$ cat src/rtl/puf_eval_ctrl.sv
// puf_eval_ctrl: drives a PDL-based arbiter PUF through repeated race
// evaluations of one challenge and majority-votes each response channel.
// Optional feature macro: PUF_STABILITY_EN (per-channel unanimity mask).
module puf_eval_ctrl #(
  parameter int unsigned NUM_CH     = 8,
  parameter int unsigned CFG_W      = 128,
  parameter int unsigned VOTE_CNT   = 7,
  parameter int unsigned SETTLE_CYC = 4
) (
  input  logic              clk,
  input  logic              rst,
  input  logic              start,
  input  logic [CFG_W-1:0]  cfg1_in,
  input  logic [CFG_W-1:0]  cfg2_in,
  output logic [CFG_W-1:0]  cfg1,
  output logic [CFG_W-1:0]  cfg2,
  output logic              trig,
  input  logic [NUM_CH-1:0] race_in,
  output logic [NUM_CH-1:0] resp,
  output logic              resp_valid,
  input  logic              resp_ready,
  output logic [NUM_CH-1:0] stable_mask,
  output logic              busy
);

  localparam int unsigned CNT_W = $clog2(VOTE_CNT + 1);
  localparam int unsigned CYC_W = 8;
  localparam logic [CNT_W-1:0] VOTE_HALF   = CNT_W'(VOTE_CNT / 2);
  localparam logic [CNT_W-1:0] VOTE_FULL   = CNT_W'(VOTE_CNT);
  localparam logic [CYC_W-1:0] SETTLE_LAST = CYC_W'(SETTLE_CYC - 1);

  typedef enum logic [2:0] {
    IDLE,
    LOAD,
    FIRE,
    SAMPLE,
    RECOV,
    DONE
  } state_t;

  state_t            state;
  logic [CYC_W-1:0]  cyc_cnt;
  logic [CNT_W-1:0]  vote_idx;
  logic [CNT_W-1:0]  count [NUM_CH];
  logic [NUM_CH-1:0] resp_c;
  logic              finish_c;

  // Last recovery cycle of the last vote: the next edge enters DONE.
  assign finish_c = (state == RECOV) && (cyc_cnt == SETTLE_LAST) &&
                    (vote_idx >= VOTE_FULL);

  // Majority decision per channel from the accumulated vote counts.
  always_comb begin
    resp_c = '0;
    for (int i = 0; i < NUM_CH; i++) begin
      resp_c[i] = (count[i] > VOTE_HALF);
    end
  end

  // Evaluation sequencer with registered trig/resp/handshake outputs.
  always_ff @(posedge clk) begin
    if (rst) begin
      state      <= IDLE;
      cfg1       <= '0;
      cfg2       <= '0;
      trig       <= 1'b0;
      resp       <= '0;
      resp_valid <= 1'b0;
      busy       <= 1'b0;
      cyc_cnt    <= '0;
      vote_idx   <= '0;
      for (int i = 0; i < NUM_CH; i++) begin
        count[i] <= '0;
      end
    end else begin
      case (state)
        IDLE: begin
          if (start) begin
            cfg1     <= cfg1_in;
            cfg2     <= cfg2_in;
            vote_idx <= '0;
            cyc_cnt  <= '0;
            busy     <= 1'b1;
            for (int i = 0; i < NUM_CH; i++) begin
              count[i] <= '0;
            end
            state <= LOAD;
          end
        end
        LOAD: begin
          trig    <= 1'b1;
          cyc_cnt <= '0;
          state   <= FIRE;
        end
        FIRE: begin
          if (cyc_cnt == SETTLE_LAST) begin
            state <= SAMPLE;
          end else begin
            cyc_cnt <= cyc_cnt + CYC_W'(1);
          end
        end
        SAMPLE: begin
          for (int i = 0; i < NUM_CH; i++) begin
            count[i] <= count[i] + CNT_W'(race_in[i]);
          end
          vote_idx <= vote_idx + CNT_W'(1);
          trig     <= 1'b0;
          cyc_cnt  <= '0;
          state    <= RECOV;
        end
        RECOV: begin
          if (cyc_cnt == SETTLE_LAST) begin
            if (finish_c) begin
              resp       <= resp_c;
              resp_valid <= 1'b1;
              state      <= DONE;
            end else begin
              trig    <= 1'b1;
              cyc_cnt <= '0;
              state   <= FIRE;
            end
          end else begin
            cyc_cnt <= cyc_cnt + CYC_W'(1);
          end
        end
        DONE: begin
          if (resp_valid && resp_ready) begin
            resp_valid <= 1'b0;
            busy       <= 1'b0;
            state      <= IDLE;
          end
        end
        default: begin
          state <= IDLE;
        end
      endcase
    end
  end

`ifdef PUF_STABILITY_EN
  // Unanimity flag per channel, captured together with resp on DONE entry.
  always_ff @(posedge clk) begin
    if (rst) begin
      stable_mask <= '0;
    end else if (finish_c) begin
      for (int i = 0; i < NUM_CH; i++) begin
        stable_mask[i] <= (count[i] == '0) || (count[i] == VOTE_FULL);
      end
    end
  end
`else
  assign stable_mask = '0;
`endif

endmodule

$ cat config.mk
export PLATFORM = sky130hd
export DESIGN_NAME = puf_eval_ctrl
export DESIGN_NICKNAME = d
export VERILOG_FILES = /design/src/rtl/puf_eval_ctrl.sv
export SDC_FILE = /design/constraint.sdc
export NUM_CORES = 1
export LEC_CHECK = 0
export BUFFER_PORTS_ARGS = -buffer_cell sky130_fd_sc_hd__buf_2
export CORE_AREA = 2 2 211 213
export DETAILED_ROUTE_END_ITERATION = 12
export DIE_AREA = 0 0 213 215
export SYNTH_ARGS = -nofsm -noshare
export SYNTH_HDL_FRONTEND = slang
export SYNTH_SLANG_ARGS = --single-unit
$ cat constraint.sdc
create_clock -name clk -period 1.63 [get_ports clk]
set_input_delay 0.326 -clock clk [delete_from_list [all_inputs] [get_ports clk]]
set_output_delay 0.326 -clock clk [all_outputs]
set_load 0.005 [all_outputs]
==> run metrics <==
final period utilization 1.068; crit path time final 1.741 ns; outcome finished with violations; top cell type's share of synthesized area 0.5625; final cell utilization of the core 0.4176; Worst-Skew Late Latency 0.54 ns; Pre-antenna DRT Iters 5; Iter 0 DRT Violations 351; hold_sp cfg1_in[63]; Die W 213 µm; Min-Delay Endpoint cfg1[63]; Placed Cells 1944; Yosys warnings 0; Layout area overhead 80.34%; GP Congestion 0.8649; # DRC 0; IO Count 543; sequence of cells on the critical path ha_4, ha_4, nand2_2, o211ai_1, a221o_1, or3_1, a21oi_2; fin nets 1942; Final Hold Viols 0; CP peak stage delay 0.40 ns; Reg2Reg Depth 7; Switch Pwr 5.226 mW; Post-synth EDFFs 21; Hold Path Depth 2; most frequent cell on the critical path ha_4; Net Sw Frac 0.2538; largest net degree at the start of global routing 37; worst reg-to-reg setup slack -0.11 ns; total wire length 39430 µm; # rows 77; clock skew 0.01687 ns; Layout fillers 3957; H-tree depth 2; register area 0.006327 mm²; Final Slew Violations 0; Num Clock Sinks 305; max-cap viol count 0; post-route cell area 0.01823 mm²; share of cells above drive strength 1 0.4286; Synth area leaders dfxtp_1 (56%), a22o_1 (22%), edfxtp_1 (6.2%); first-pass GRT wire length 56320 µm; # setup viols final 25; Core Region 0.04364 mm²; routed vias/inst 4.417; Mapped Cells 812; Die Span Y 215 µm; via count 10060; Synth Register Bits 305; part of the power in combinational logic 0.189; IO Port Bufs 534; Final TNS setup -1.022 ns; asr flop ratio synth 0; clk buf depth 3; initial antenna violation count 5; CTS Buf Count 35; GR Overflow Total 0; Clk pin slew, worst setup/hold paths 0.06 ns; ys flop type dfxtp_1; post-synthesis cell type count 47; r2r endpoint cyc_cnt[1]; hpwl dp 24780 µm; Clock Power Share 0.385; synthesized area 0.01011 mm²; sequential area share after synthesis 0.6249; vias in the first global route 10310; CP arrival 2.20 ns; multi-input combinational cell area 0.003528 mm²; failing checks setup timing; Die ar. 0.04580 mm²; largest area contributor in the netlist dfxtp_1; class of the most critical setup path reg -> reg; Leak 8.754 nW; setup ws final -0.1109 ns; Worst setup EP type flop; synthesized area per cell 12.45 µm²; CP max-delay cell or3_1; CP required 2.09 ns; cell area after placement 0.01396 mm²; hold crit path type in -> reg; RSZ-0062 raised after global routing yes; internal power 15.36 mW; Seq pwr share 0.425; Peak VDD IR 0.7984 mV; worst r2r src vote_idx[0]; WL/cell 17.31 µm; GR Util All Layers 0.1561; CTS tree yes; critical path launch point type flop; final std cells w/o fill 2278; pwr/cell area 1129 mW/mm²; Post-DRT Antenna Nets 0; CP Max Fanout 4; WHS 0.03328 ns; Initial Util 0.2316; clock root cell clkbuf_16; Max Clk Rate 0.5744 GHz
[metal layers]
metal | wire, µm | GRT usage
met1 | 15600 | 0.1770
met2 | 19110 | 0.2619
met3 | 3155 | 0.05071
met4 | 1567 | 0.07739
met5 | 0 | 0
[cell usage after synthesis (2+ instances only)]
| master | number |
|---|---|
| buf_1 | 5 |
| xor2_1 | 5 |
| or3_1 | 5 |
| ha_1 | 19 |
| nor3_1 | 5 |
| dfxtp_1 | 284 |
| nand2b_1 | 5 |
| a41oi_1 | 2 |
| o21ai_0 | 2 |
| nand2_1 | 16 |
| o21bai_1 | 2 |
| inv_1 | 4 |
| nand4b_1 | 2 |
| edfxtp_1 | 21 |
| nor2b_1 | 3 |
| mux2i_1 | 9 |
| a21oi_1 | 9 |
| nand3_1 | 5 |
| a32o_1 | 2 |
| nor2_2 | 2 |
| buf_4 | 9 |
| a31o_2 | 2 |
| clkbuf_1 | 25 |
| and2_1 | 16 |
| nand4_1 | 3 |
| buf_2 | 37 |
| a22o_1 | 256 |
| a31oi_1 | 3 |
| xnor2_1 | 8 |
| and3_1 | 2 |
| nor2_1 | 28 |
[critical path, delay by kind of cell (launching register included)]
| kind | cells | cell delay [ns] |
|---|---|---|
| adders and majority gates | 2 | 0.31 |
| DFF | 1 | 0.33 |
| AOI/OAI and AO/OA | 3 | 0.57 |
| and+or+nand+nor | 2 | 0.45 |
[cells in the final DEF (no fill, tap or decap), types with 3 or more instances in the layout]
cell           synthesis  final
clkbuf_16              0     50
clkbuf_8               0      6
buf_8                  0      6
buf_16                 0      5
buf_12                 0     14
nor3_1                 5      4
buf_2                 37    534
nand3_1                5      4
bufinv_16              0      3
buf_6                  0     12
inv_1                  4      3
nand2b_1               5      5
dfxtp_2                0      3
buf_4                  9     56
edfxtp_1              21     21
nand2_1               16     11
diode_2                0      6
nor2_1                28     28
nand4_1                3      3
ha_1                  19     17
nand2_4                0      3
clkbuf_1              25     10
and2_1                16     16
mux2i_1                9      9
conb_1                 1      8
a21oi_1                9      8
xnor2_1                8      8
a31oi_1                3      3
dfxtp_1              284    279
dlygate4sd3_1          0    234
or3_1                  5      3
xor2_1                 5      5
clkinv_2               0      4
nor2b_1                3      3
a22o_1               256    256
[logic make-up (layout without fill, tap and decap cells)]
| kind of cell | Yosys count | after routing | share of synthesized area |
|---|---|---|---|
| flops | 305 | 305 | 0.6249 |
| mux | 9 | 9 | 0.008913 |
| fa+ha+maj | 19 | 19 | 0.02352 |
| xor+xnor | 13 | 13 | 0.01127 |
| buf+inv | 81 | 942 | 0.03800 |
| compound gates | 286 | 286 | 0.2428 |
| other cells | 1 | 14 | 0.0003710 |
| simple gates | 98 | 98 | 0.05026 |
[cell type report]
type                       count  area share
tap                          592     0.04064
clock buffer                  52     0.05601
clock inverter                10    0.007825
inverter                       5    0.001304
multi-input combinational    433      0.1936
timing repair buffer         875      0.3527
antenna                        6   0.0008237
sequential                   305      0.3471
[power by group through the flow]
stage,registers [mW],logic (mW),clock network (mW)
finish,8.76,3.89,7.94
global route,8.84,4.19,8.45
floorplan,8.89,1.22,0
CTS,8.73,3.48,8.17
global placement,8.85,2.91,0
detailed placement,8.86,2.94,0
[state kept, by name (all words and copies together) (netlist names)]
| register | count |
|---|---|
| busy | 1 |
| cfg1 | 128 |
| cfg2 | 128 |
| count | 24 |
| cyc_cnt | 8 |
| resp | 8 |
| resp_valid | 1 |
| state | 3 |
| trig | 1 |
| vote_idx | 3 |
[how the worst max path moves through the flow]
stage / endpoint / slack (ns) / from
global route: cyc_cnt[5] / -0.21 / vote_idx[0]
detailed placement: cyc_cnt[0] / -0.12 / vote_idx[0]
CTS: cyc_cnt[0] / -0.09 / vote_idx[0]
finish: cyc_cnt[1] / -0.11 / vote_idx[0]
global placement: cyc_cnt[0] / -0.12 / vote_idx[0]
floorplan: cyc_cnt[1] / -0.1 / vote_idx[0]
[metrics by stage]
stage / total power, mW / worst slack [ns]
2_1_floorplan: 10.11 / -0.09770
3_5_place_dp: 11.80 / -0.1205
3_3_place_gp: 11.76 / -0.1155
6_report: 20.59 / -0.1109
4_1_cts: 20.38 / -0.09102
5_1_grt: 21.48 / -0.2068
[repair_timing]
action	in CTS	in global routing
setup buffers	2	7
endpoints found under the setup margin	52	262
gates resized for setup	13	39
hold endpoints to repair	234	0
pin swaps	3	13
gates cloned	3	21
hold buffers	234	0
Note: power is estimated with default switching activity, not from simulation.
